<file path="src/rtl/adder_pkg.sv">
// Shared types and helpers for the adder result datapath.
// Pure declarations: no logic, no latency.
// No flow control of its own.
package adder_pkg;

    localparam int SUM_W = 4;

    typedef enum logic {
        ACCUM = 1'b0,
        HOLD  = 1'b1
    } state_t;

    // The adder carry is the fifth bit of the result, not a separate flag.
    function automatic logic [SUM_W:0] sample_of(input logic ovf, input logic [SUM_W-1:0] sum);
        return {ovf, sum};
    endfunction

endpackage

</file>
<file path="src/rtl/adder_accumulator_sat_add.sv">
// Unsigned adder that clips to all-ones instead of wrapping.
// Combinational, zero latency.
// No flow control; caller qualifies the result.
module sat_add #(
    parameter int W = 8
) (
    input  logic [W-1:0] a,
    input  logic [W-1:0] b,
    output logic [W-1:0] sum,
    output logic         clip
);

    logic [W:0] raw;

    always_comb begin
        raw  = {1'b0, a} + {1'b0, b};
        clip = raw[W];
        sum  = raw[W] ? {W{1'b1}} : raw[W-1:0];
    end

endmodule

</file>
<file path="src/rtl/adder_accumulator.sv">
// Sums a fixed-size batch of adder results into a saturating total plus a carry count.
// One transfer per cycle; result valid the cycle after the last transfer of a batch.
// In_Ready is low while a finished batch waits for Out_Ready (or Clear).
module adder_accumulator
    import adder_pkg::*;
#(
    parameter int N_SAMPLES = 8,
    parameter int ACC_W     = 8,
    parameter int CNT_W     = 4
) (
    input  logic             Clk,
    input  logic             Rst_n,
    input  logic             In_Valid,
    input  logic [SUM_W-1:0] Sum,
    input  logic             Overflow,
    output logic             In_Ready,
    input  logic             Clear,
    output logic             Out_Valid,
    input  logic             Out_Ready,
    output logic [ACC_W-1:0] Acc_Out,
    output logic [CNT_W-1:0] Ovf_Cnt,
    output logic             Acc_Sat
);

    localparam logic [CNT_W-1:0] LAST = CNT_W'(N_SAMPLES - 1);

    state_t           state;
    state_t           state_nxt;
    logic [ACC_W-1:0] acc;
    logic [ACC_W-1:0] acc_nxt;
    logic [ACC_W-1:0] sample;
    logic [CNT_W-1:0] ovf_cnt;
    logic [CNT_W-1:0] cnt;
    logic             sat;
    logic             clip;
    logic             xfer;
    logic             drain;

    assign sample = ACC_W'(sample_of(Overflow, Sum));
    assign xfer   = In_Valid && (state == ACCUM);
    assign drain  = (state == HOLD) && Out_Ready;

    sat_add #(
        .W (ACC_W)
    ) u_sat_add (
        .a    (acc),
        .b    (sample),
        .sum  (acc_nxt),
        .clip (clip)
    );

    always_comb begin
        state_nxt = state;
        if (Clear) begin
            state_nxt = ACCUM;
        end else begin
            case (state)
                ACCUM:   if (xfer && (cnt == LAST)) state_nxt = HOLD;
                HOLD:    if (Out_Ready) state_nxt = ACCUM;
                default: state_nxt = ACCUM;
            endcase
        end
    end

    always_ff @(posedge Clk or negedge Rst_n) begin
        if (!Rst_n) begin
            state   <= ACCUM;
            acc     <= '0;
            ovf_cnt <= '0;
            cnt     <= '0;
            sat     <= 1'b0;
        end else begin
            state <= state_nxt;
            // Clear wins over a same-cycle transfer so an aborted batch leaves nothing behind.
            if (Clear || drain) begin
                acc     <= '0;
                ovf_cnt <= '0;
                cnt     <= '0;
                sat     <= 1'b0;
            end else if (xfer) begin
                acc     <= acc_nxt;
                ovf_cnt <= ovf_cnt + CNT_W'(Overflow);
                cnt     <= cnt + CNT_W'(1);
                sat     <= sat | clip;
            end
        end
    end

    assign In_Ready  = (state == ACCUM);
    assign Out_Valid = (state == HOLD);
    assign Acc_Out   = acc;
    assign Ovf_Cnt   = ovf_cnt;
    assign Acc_Sat   = sat;

endmodule

</file>
<file path="config.mk">
export PLATFORM = sky130hd
export DESIGN_NAME = adder_accumulator
export DESIGN_NICKNAME = d
export VERILOG_FILES = /design/src/rtl/adder_pkg.sv /design/src/rtl/adder_accumulator_sat_add.sv /design/src/rtl/adder_accumulator.sv
export SDC_FILE = /design/constraint.sdc
export NUM_CORES = 1
export LEC_CHECK = 0
export ABC_AREA = 1
export CORE_ASPECT_RATIO = 1.5
export CORE_MARGIN = 2
export CORE_UTILIZATION = 45
export CTS_CLUSTER_DIAMETER = 30
export CTS_CLUSTER_SIZE = 25
export DETAILED_ROUTE_END_ITERATION = 16
export PLACE_DENSITY = 0.73
export SYNTH_ARGS = -nofsm -noshare
export SYNTH_HDL_FRONTEND = slang
export SYNTH_HIERARCHICAL = 1
export SYNTH_SLANG_ARGS = --single-unit
</file>
<file path="constraint.sdc">
create_clock -name Clk -period 1.7 [get_ports Clk]
set_clock_uncertainty 0.15 [all_clocks]
set_input_delay 0.34 -clock Clk [delete_from_list [all_inputs] [get_ports Clk]]
set_output_delay 0.34 -clock Clk [all_outputs]
set_load 0.03 [all_outputs]
</file>
==> results.py, run 1 <==
metrics = {
    "run_status": {
        "status": "finished, violations left",
        "failed_checks": "negative setup slack",
    },
    "power_and_ir_drop": {
        "p_seq_share_pct": 33.5,
        "power_density_mw_per_mm2": 780,
        "ir_drop_mv": 0.581,
        "pwr-share-clk_pct": 24.3,
        "combPwrFrac_pct": 42.2,
        "power.switching_uw": 524,
        "swShare_pct": 35.9,
        "total_leakage_power_uw": 0.00100,
        "intPower_uw": 935,
    },
    "detailed_routing": {
        "antenna_left": 0,
        "drt-pass1-iter-count": 4,
        "vias": 1277,
        "wl_um": 3160,
        "wire_per_inst_um": 12.1,
        "viasPerCell": 4.89,
        "drc": 0,
        "drt-initial-drc-count": 27,
    },
    "synthesis": {
        "seq_area_frac_synth_pct": 34.1,
        "syn-cell-area_mm2": 0.00132,
        "syn_inst": 174,
        "ys_warn_count": 6,
        "yosys.cell_types.count": 22,
        "ys_seq_elements": 18,
        "syn_avg_cell_area_um2": 7.59,
    },
    "final_layout": {
        "final_common_cell": "nand2_1",
        "final_cell_mix": "nand2_1, buf_4, inv_1",
        "final_util_pct": 65.6,
        "final_cell_area_mm2": 0.00187,
        "multi_input_area_um2": 845,
        "drive_gt1_share_pct": 31.1,
        "nFillCells": 245,
        "register_area_um2": 452,
        "insertedDiodeCount": 0,
        "nets": 245,
        "area_growth_pct": 41.6,
    },
    "floorplan": {
        "core_area_mm2": 0.00285,
        "std_cell_rows": 24,
        "initial_utilization_pct": 46.3,
        "die_w_um": 48.2,
        "die-height_um": 70.4,
        "die-area_mm2": 0.00339,
        "io_pins": 25,
    },
    "timing": {
        "fin_crit_sh_pct": 113,
        "slew_violations": 0,
        "setup_viol": 9,
        "max_clock_freq_mhz": 519,
        "fin_ws_ns": -0.228,
        "rsz0062_at_grt": "yes",
        "fin_crit_ns": 1.93,
        "hold_viol": 0,
    },
    "worst_setup_path": {
        "end_kind": "flop",
        "crit_end": "Acc_Out[3]$_DFFE_PN0P_",
        "r2r_cells": 10,
        "crit_start": "Acc_Out[0]$_DFFE_PN0P_",
        "path_class": "reg -> reg",
        "timing.rr.start": "Acc_Out[0]$_DFFE_PN0P_",
        "worstPathArrival_ns": 1.91,
        "worstReg2RegEnd": "Acc_Out[3]$_DFFE_PN0P_",
        "regToRegSetupSlack_ns": -0.23,
        "critPathMaxFanout": 5,
        "cp_data_required_time_ns": 1.68,
        "startpoint_type": "flop",
    },
    "cts": {
        "ctsHoldBuffers": 0,
        "cts_sinks": 18,
        "cts_tree": "done",
        "clk_path_buf_depth": 2,
        "insertion_delay_ns": 0.25,
        "clkSlewWorstSetupHoldPaths_ns": 0.07,
        "h-tree-depth": 1,
        "cts-root-buf": "clkbuf_8",
        "cts_buffers": 3,
    },
    "global_routing": {
        "grt_use_total_pct": 21.5,
        "grt_max_degree": 19,
        "grt-ovfl-total": 0,
        "antenna_found_initial": 0,
        "grt_pass1_vias": 1329,
        "grt_pass1_wl_um": 5450,
    },
    "hold_path": {
        "min_path_type": "in -> async",
    },
    "placed_design": {
        "place_area_mm2": 0.00175,
        "port_buffers": 24,
        "dp_hpwl_um": 2370,
        "gp_congestion": 0.824,
    },
    "run": {
        "cap_violations": 0,
    },
}
==> logic make-up after synthesis <==
kind of cell	count (synthesis)	synth area share [%]
adder cells (fa/ha/maj)	12	11.9
flip-flops	18	34.1
AND/OR/NAND/NOR	99	33.0
other	1	0.284
AO/OA/AOI/OAI	19	11.2
buffers and inverters	25	9.47
==> cell usage after synthesis <==
cell type | number | share of area [%]
a21oi_1 | 6 | 2.3
a21oi_2 | 11 | 7.3
a21oi_4 | 1 | 1.2
buf_12 | 1 | 1.5
buf_6 | 2 | 1.7
conb_1 | 1 | 0.28
dfrtp_1 | 18 | 34
fa_1 | 1 | 1.5
ha_1 | 11 | 10
inv_1 | 19 | 5.4
inv_2 | 3 | 0.85
nand2_1 | 58 | 16
nand2_2 | 3 | 1.4
nand2_4 | 1 | 0.85
nand3_1 | 14 | 5.3
nand3b_1 | 2 | 1.1
nor2_1 | 15 | 4.3
nor2_2 | 1 | 0.47
nor2_4 | 2 | 1.7
o21ai_1 | 1 | 0.38
or2_1 | 1 | 0.47
or2_2 | 2 | 0.95
==> through the flow <==
stage                     total power, µW  cells  hold WS, ns  worst slack, ns  setup TNS, ns
after global placement               1050    254        0.365           -0.624          -5.53
final                                1460    261        0.264           -0.228          -1.42
after CTS                            1450    260        0.271           -0.193          -1.30
after floorplan                       842    176       -0.106           -0.188          -1.54
after detailed placement             1070    254        0.383           -0.680          -6.09
after global routing                 1550    261        0.284           -0.320          -2.11
==> worst max-delay path, stage by stage (launching register included) <==
cell and delay (ns):
dfrtp_2 0.42, ha_4 0.17, fa_2 0.35, nand2_2 0.08
nand2_2 0.07, nand2_4 0.08, nor2_4 0.05, nor2_4 0.19
nand3b_1 0.11, nand2_1 0.08, a21oi_2 0.05
==> area by class of cell <==
| type | instances | share of cell area, % |
|---|---|---|
| Multi-Input combinational cell | 134 | 45.2 |
| Tap cell | 39 | 2.61 |
| Inverter | 22 | 4.41 |
| Timing Repair Buffer | 44 | 20.7 |
| Clock buffer | 4 | 2.94 |
| Sequential cell | 18 | 24.1 |
==> registers in the layout (all words and copies together), names as in the netlist <==
register   flops
Acc_Sat        1
Out_Valid      1
cnt            4
Ovf_Cnt        4
Acc_Out        8
==> routing by layer <==
layer | vias to the layer above | GRT usage, % | routed length (µm)
met5 | - | 0 | 0
met4 | 0 | 6.61 | 23
met3 | 2 | 3.88 | 109
met2 | 26 | 36.0 | 1770
met1 | 606 | 26.4 | 1260
li1 | 643 | - | -
==> worst min path at each step <==
stage          slack [ns]                endpoint  cells after the start
2_1_floorplan       -0.11  Acc_Out[0]$_DFFE_PN0P_                      0
3_3_place_gp         0.37     Acc_Sat$_DFFE_PN0P_                      2
3_5_place_dp         0.38      cnt[3]$_DFFE_PN0P_                      2
4_1_cts              0.27  Acc_Out[7]$_DFFE_PN0P_                      2
5_1_grt              0.28     Out_Valid$_DFF_PN0_                      2
6_report             0.26  Acc_Out[7]$_DFFE_PN0P_                      2
==> power groups by stage <==
stage / clock (µW) / sequential [µW] / combinational [µW]
finish: 354 / 489 / 616
global route: 382 / 493 / 679
CTS: 360 / 489 / 603
detailed placement: 0 / 496 / 569
global placement: 0 / 494 / 560
floorplan: 0 / 555 / 286
==> timing repair <==
| item | in CTS | in global routing |
|---|---|---|
| gates cloned | 1 | 0 |
| resized for setup | 30 | 4 |
| hold endpoints to repair | 0 | 0 |
| setup buffers | 1 | 1 |
| pin swaps | 6 | 4 |
| endpoints found under the setup margin | 22 | 9 |
Power figures use the tool's default switching activity.
==> inputs of run 2 (changes only) <==
GPL_TIMING_DRIVEN = 0   (was not set)
==> run 2 against run 1 <==
Net effect: the run still ends with negative setup slack left; die area unchanged; power decreased by 8.5%; combinational power decreased by 13%; fmax increased by 1.7%; routed wire length decreased by 5.6%; cell count decreased by 4.6%; sequential cell count unchanged; sequential power increased by 1%; first-iteration DRC count increased by 81%; critical path type unchanged; critical endpoint is now Acc_Out[6]$_DFFE_PN0P_.
==> results.py, run 2 (same netlist as run 1, synthesis figures left out) <==
metrics = {
    "global_routing": {
        "grt_max_degree": 19,
        "grt_use_total_pct": 20.2,
        "grt_pass1_wl_um": 5130,
        "grt-ovfl-total": 0,
        "grt_pass1_vias": 1226,
        "antenna_found_initial": 0,
    },
    "final_layout": {
        "final_cell_area_mm2": 0.00177,
        "insertedDiodeCount": 0,
        "final_common_cell": "nand2_1",
        "final_cell_mix": "nand2_1, inv_1, dfrtp_1",
        "stdcell_count": 249,
        "largest_register_ffs": 8,
        "nets": 233,
        "drive_gt1_share_pct": 22.4,
        "area_growth_pct": 33.7,
    },
    "floorplan": {
        "die-area_mm2": 0.00339,
        "io_pins": 25,
        "initial_utilization_pct": 46.3,
        "core_area_mm2": 0.00285,
        "die_w_um": 48.2,
        "std_cell_rows": 24,
        "die-height_um": 70.4,
    },
    "timing": {
        "fin_crit_sh_pct": 112,
        "holdWs_ns": 0.378,
        "rsz0062_at_grt": "yes",
        "fin_crit_ns": 1.90,
        "max_clock_freq_mhz": 527,
        "slew_headroom_pct": 47.4,
        "setup_viol": 9,
        "hold_viol": 0,
        "tightest_slew_ns": 0.787,
        "slew_violations": 0,
        "fin_ws_ns": -0.196,
    },
    "power_and_ir_drop": {
        "total_leakage_power_uw": 0.000937,
        "power_uw": 1330,
        "power_density_mw_per_mm2": 756,
        "ir_drop_mv": 0.477,
    },
    "worst_setup_path": {
        "cpMaxStageDelayCell": "dfrtp_2",
        "end_kind": "flop",
        "crit_chain": "ha_4, fa_2, nand2_2, nand2_2, nand2_4, nor2_4, nor2_4, nand3_1, nand2_1, a21oi_2",
        "startpoint_type": "flop",
        "critPathMaxFanout": 5,
        "r2r_cells": 10,
        "worstPathArrival_ns": 1.89,
        "cp_data_required_time_ns": 1.70,
        "regToRegSetupSlack_ns": -0.20,
        "worstReg2RegEnd": "Acc_Out[6]$_DFFE_PN0P_",
        "max_stage_delay_ns": 0.43,
        "path_class": "reg -> reg",
        "timing.rr.start": "Acc_Out[0]$_DFFE_PN0P_",
    },
    "run_status": {
        "failed_checks": "negative setup slack",
        "status": "finished, violations left",
    },
    "cts": {
        "insertion_delay_ns": 0.25,
        "cts_sinks": 18,
        "cts_buffers": 3,
        "cts-root-buf": "clkbuf_8",
        "cts_tree": "done",
        "clkSlewWorstSetupHoldPaths_ns": 0.07,
        "ctsHoldBuffers": 0,
        "h-tree-depth": 1,
        "clk_path_buf_depth": 2,
    },
    "detailed_routing": {
        "wire_per_inst_um": 12.0,
        "drc": 0,
        "wl_um": 2980,
        "drt-pass1-iter-count": 4,
        "drt-initial-drc-count": 49,
        "antenna_left": 0,
        "vias": 1240,
        "viasPerCell": 4.98,
    },
    "placed_design": {
        "place_area_mm2": 0.00163,
        "port_buffers": 24,
        "place_inst": 239,
        "dp_hpwl_um": 2170,
        "gp_congestion": 0.800,
    },
    "run": {
        "cap_violations": 0,
    },
    "hold_path": {
        "hold_depth": 2,
        "min_path_type": "reg -> reg",
        "whs_endpoint": "Acc_Sat$_DFFE_PN0P_",
        "min_from": "Acc_Sat$_DFFE_PN0P_",
    },
}
==> run 2: cell types whose count changed in the layout (fill, tap and decap cells not counted), sizes merged <==
cell           previous run  this run
buf                      22         8
dlygate4sd2              14        15
clkdlybuf4s15             0         1
clkbuf                    5         4
dlymetal6s2s              0         1
==> run 2: worst max path at each step <==
stage,startpoint,endpoint,slack (ns),cells past startpoint
global route,Acc_Out[0]$_DFFE_PN0P_,Acc_Out[6]$_DFFE_PN0P_,-0.27,10
floorplan,Acc_Out[0]$_DFFE_PN0P_,Acc_Out[5]$_DFFE_PN0P_,-0.19,10
detailed placement,Sum[0],Acc_Out[6]$_DFFE_PN0P_,-0.68,11
CTS,Acc_Out[0]$_DFFE_PN0P_,Acc_Out[6]$_DFFE_PN0P_,-0.19,10
finish,Acc_Out[0]$_DFFE_PN0P_,Acc_Out[6]$_DFFE_PN0P_,-0.20,10
global placement,Sum[0],Acc_Out[6]$_DFFE_PN0P_,-0.66,11
==> run 2: final cells by class <==
type / count / area (µm²)
Fill cell: 264 / 1090
Buffer: 3 / 42.5
Clock buffer: 4 / 45.0
Sequential cell: 18 / 452
Inverter: 22 / 82.6
Tap cell: 39 / 48.8
Multi-Input combinational cell: 134 / 833
Timing Repair Buffer: 29 / 263
==> run 2: worst max-delay path: cells and delay by family (launching register included) <==
family / cells / cell delay [ns]
and+or+nand+nor: 7 / 0.63
adders and majority gates: 2 / 0.52
DFF: 1 / 0.43
AOI/OAI and AO/OA: 1 / 0.05
==> run 2: what timing repair did <==
action | 4_1_cts | 5_1_grt
buffers inserted | 3 | 2
gates cloned | 1 | 0
gates resized for setup | 25 | 4
hold endpoints to repair | 0 | 0
setup endpoints to repair | 24 | 9
pin swaps | 4 | 1
==> run 2: where the power goes <==
| part | internal (µW) | switching, µW | leakage (µW) |
|---|---|---|---|
| logic | 218 | 318 | 0.000673 |
| clock network | 166 | 136 | 0.0000228 |
| registers | 462 | 34.2 | 0.000242 |
==> run 2: per-layer routing <==
metal | up-vias | wire length [µm] | global-route usage, %
met4 | 0 | 39 | 5.41
met1 | 600 | 1270 | 25.9
met3 | 5 | 71 | 1.81
li1 | 618 | - | -
met5 | - | 0 | 0
met2 | 17 | 1600 | 34.2
==> run 2: stage by stage <==
step / util [%] / worst slack [ns] / setup TNS (ns)
after floorplan: - / -0.188 / -1.54
after global placement: 57.3 / -0.658 / -5.75
after detailed placement: 57.3 / -0.682 / -5.99
after CTS: 60.6 / -0.190 / -1.35
after global routing: 61.9 / -0.273 / -2.03
final: 61.9 / -0.196 / -1.45
==> inputs of run 3 (changes only) <==
PLACE_DENSITY = 0.69   (was 0.73)
==> run 3 against run 2 <==
Net effect: the flow still finishes with violations (negative setup slack); via count decreased by 3.9%; sequential cell count unchanged; routed wire length decreased by 0.37%; fmax decreased by 1.1%; first-iteration DRC count decreased by 61%; largest cell class unchanged.
==> results.py, run 3 (same netlist as run 1, synthesis figures left out) <==
metrics = {
    "run_status": {
        "status": "finished, violations left",
        "failed_checks": "negative setup slack",
    },
    "timing": {
        "fin_crit_ns": 1.92,
        "fin_ws_ns": -0.217,
        "hold_viol": 0,
        "max_clock_freq_mhz": 522,
        "slew_violations": 0,
        "fin_crit_sh_pct": 113,
        "slew_headroom_pct": 46.1,
        "rsz0062_at_grt": "yes",
        "setup_viol": 9,
        "tightest_slew_ns": 0.806,
    },
    "floorplan": {
        "die-height_um": 70.4,
        "die-area_mm2": 0.00339,
        "die_w_um": 48.2,
        "std_cell_rows": 24,
        "io_pins": 25,
        "core_area_mm2": 0.00285,
        "initial_utilization_pct": 46.3,
    },
    "power_and_ir_drop": {
        "power_density_mw_per_mm2": 785,
        "total_leakage_power_uw": 0.000929,
        "ir_drop_mv": 0.879,
    },
    "final_layout": {
        "final_common_cell": "nand2_1",
        "area_growth_pct": 33.2,
        "final_util_pct": 61.7,
        "multi_input_area_um2": 842,
        "final_cell_mix": "nand2_1, inv_1, dfrtp_1",
        "insertedDiodeCount": 0,
        "largest_register_ffs": 8,
        "drive_gt1_share_pct": 23.7,
        "register_area_um2": 452,
        "nets": 230,
        "stdcell_count": 246,
        "nFillCells": 265,
    },
    "worst_setup_path": {
        "crit_chain": "ha_4, fa_2, nand2_2, nand2_4, nand2_4, nor2_4, nor2_4, nand3_1, nand2_1, a21oi_2",
        "path_class": "reg -> reg",
        "worstReg2RegEnd": "Acc_Out[5]$_DFFE_PN0P_",
        "timing.rr.start": "Acc_Out[0]$_DFFE_PN0P_",
        "r2r_cells": 10,
        "cpMaxStageDelayCell": "dfrtp_2",
        "end_kind": "flop",
        "max_stage_delay_ns": 0.43,
        "startpoint_type": "flop",
        "worstPathArrival_ns": 1.92,
        "regToRegSetupSlack_ns": -0.22,
        "cp_data_required_time_ns": 1.70,
        "critPathMaxFanout": 5,
    },
    "cts": {
        "cts_buffers": 3,
        "insertion_delay_ns": 0.26,
        "h-tree-depth": 1,
        "clk_path_buf_depth": 2,
        "cts_sinks": 18,
        "clkSlewWorstSetupHoldPaths_ns": 0.07,
        "cts_tree": "done",
        "cts-root-buf": "clkbuf_8",
    },
    "hold_path": {
        "whs_endpoint": "Acc_Sat$_DFFE_PN0P_",
        "min_path_type": "reg -> reg",
        "hold_depth": 2,
        "min_from": "Acc_Sat$_DFFE_PN0P_",
    },
    "placed_design": {
        "port_buffers": 24,
        "dp_hpwl_um": 2210,
        "gp_congestion": 0.717,
        "place_inst": 239,
    },
    "global_routing": {
        "antenna_found_initial": 0,
        "grt-ovfl-total": 0,
        "use_met3_pct": 2.58,
        "grt_pass1_vias": 1245,
        "grt_use_total_pct": 21.0,
        "grt.busiest_layer": "met2",
        "use_met2_pct": 35.1,
        "grt_max_degree": 19,
        "grt_util_met1_pct": 25.0,
        "grt_pass1_wl_um": 5220,
    },
    "detailed_routing": {
        "antenna_left": 0,
        "drc": 0,
        "drt-pass1-iter-count": 4,
        "viasPerCell": 4.85,
        "wire_per_inst_um": 12.1,
        "drt-initial-drc-count": 19,
        "wl_um": 2970,
        "vias": 1192,
    },
    "run": {
        "cap_violations": 0,
    },
}
==> run 3: changes by cell type in the layout (fill, tap and decap cells not counted), moves of 2 or more <==
cell     previous run  this run
buf_4               5         2
nand2_1            56        53
nand2_2             4         6
nand3_1            12        10
nand3_2             2         4
==> run 3: what timing repair did <==
action	CTS	global route
buffers inserted	1	1
pin swaps	3	2
gates cloned	1	0
endpoints found under the hold margin	0	0
hold buffers	0	0
gates resized for setup	28	5
setup endpoints to repair	24	9
==> run 3: worst max path at each step <==
| stage | from | end | slack [ns] | cells after the start |
|---|---|---|---|---|
| floorplan | Acc_Out[0]$_DFFE_PN0P_ | Acc_Out[5]$_DFFE_PN0P_ | -0.19 | 10 |
| global placement | Sum[0] | Acc_Out[6]$_DFFE_PN0P_ | -0.66 | 11 |
| detailed placement | Sum[0] | Acc_Out[5]$_DFFE_PN0P_ | -0.69 | 11 |
| CTS | Acc_Out[0]$_DFFE_PN0P_ | Acc_Out[5]$_DFFE_PN0P_ | -0.19 | 10 |
| global route | Acc_Out[0]$_DFFE_PN0P_ | Acc_Out[1]$_DFFE_PN0P_ | -0.27 | 10 |
| finish | Acc_Out[0]$_DFFE_PN0P_ | Acc_Out[5]$_DFFE_PN0P_ | -0.22 | 10 |
==> run 3: worst max-delay path, delay by kind of cell, from the launching register on <==
family | cells | cell delay [ns]
adder cells (fa/ha/maj) | 2 | 0.51
AND/OR/NAND/NOR | 7 | 0.66
flip-flops | 1 | 0.43
AO/OA/AOI/OAI | 1 | 0.05
==> run 3: final cells by class <==
type | count | share of cell area, %
repair buffers | 26 | 13.5
plain buffers | 3 | 2.42
flip-flops and latches | 18 | 25.7
well taps | 39 | 2.77
inverters | 22 | 4.69
clock buffers | 4 | 3.13
multi-input cells | 134 | 47.8
==> run 3: power by group <==
part           internal, µW  switching (µW)
logic                   213             322
registers               462            32.9
clock network           206             146
==> run 3: routing by layer <==
layer,wire [µm],vias up
li1,-,613
met1,1170,551
met2,1630,20
met3,72,8
met4,92,0
met5,0,-
==> run 3: per-stage QoR <==
| step | hold WS (ns) | instance area, µm² | power (µW) | setup TNS (ns) | worst slack, ns |
|---|---|---|---|---|---|
| final | 0.377 | 1760 | 1380 | -1.62 | -0.217 |
| after global routing | 0.415 | 1760 | 1480 | -2.21 | -0.272 |
| after CTS | 0.383 | 1730 | 1370 | -1.38 | -0.192 |
| after detailed placement | 0.375 | 1630 | 995 | -6.09 | -0.688 |
| after global placement | 0.368 | 1630 | 983 | -5.77 | -0.662 |
| after floorplan | -0.106 | 1350 | 842 | -1.54 | -0.188 |
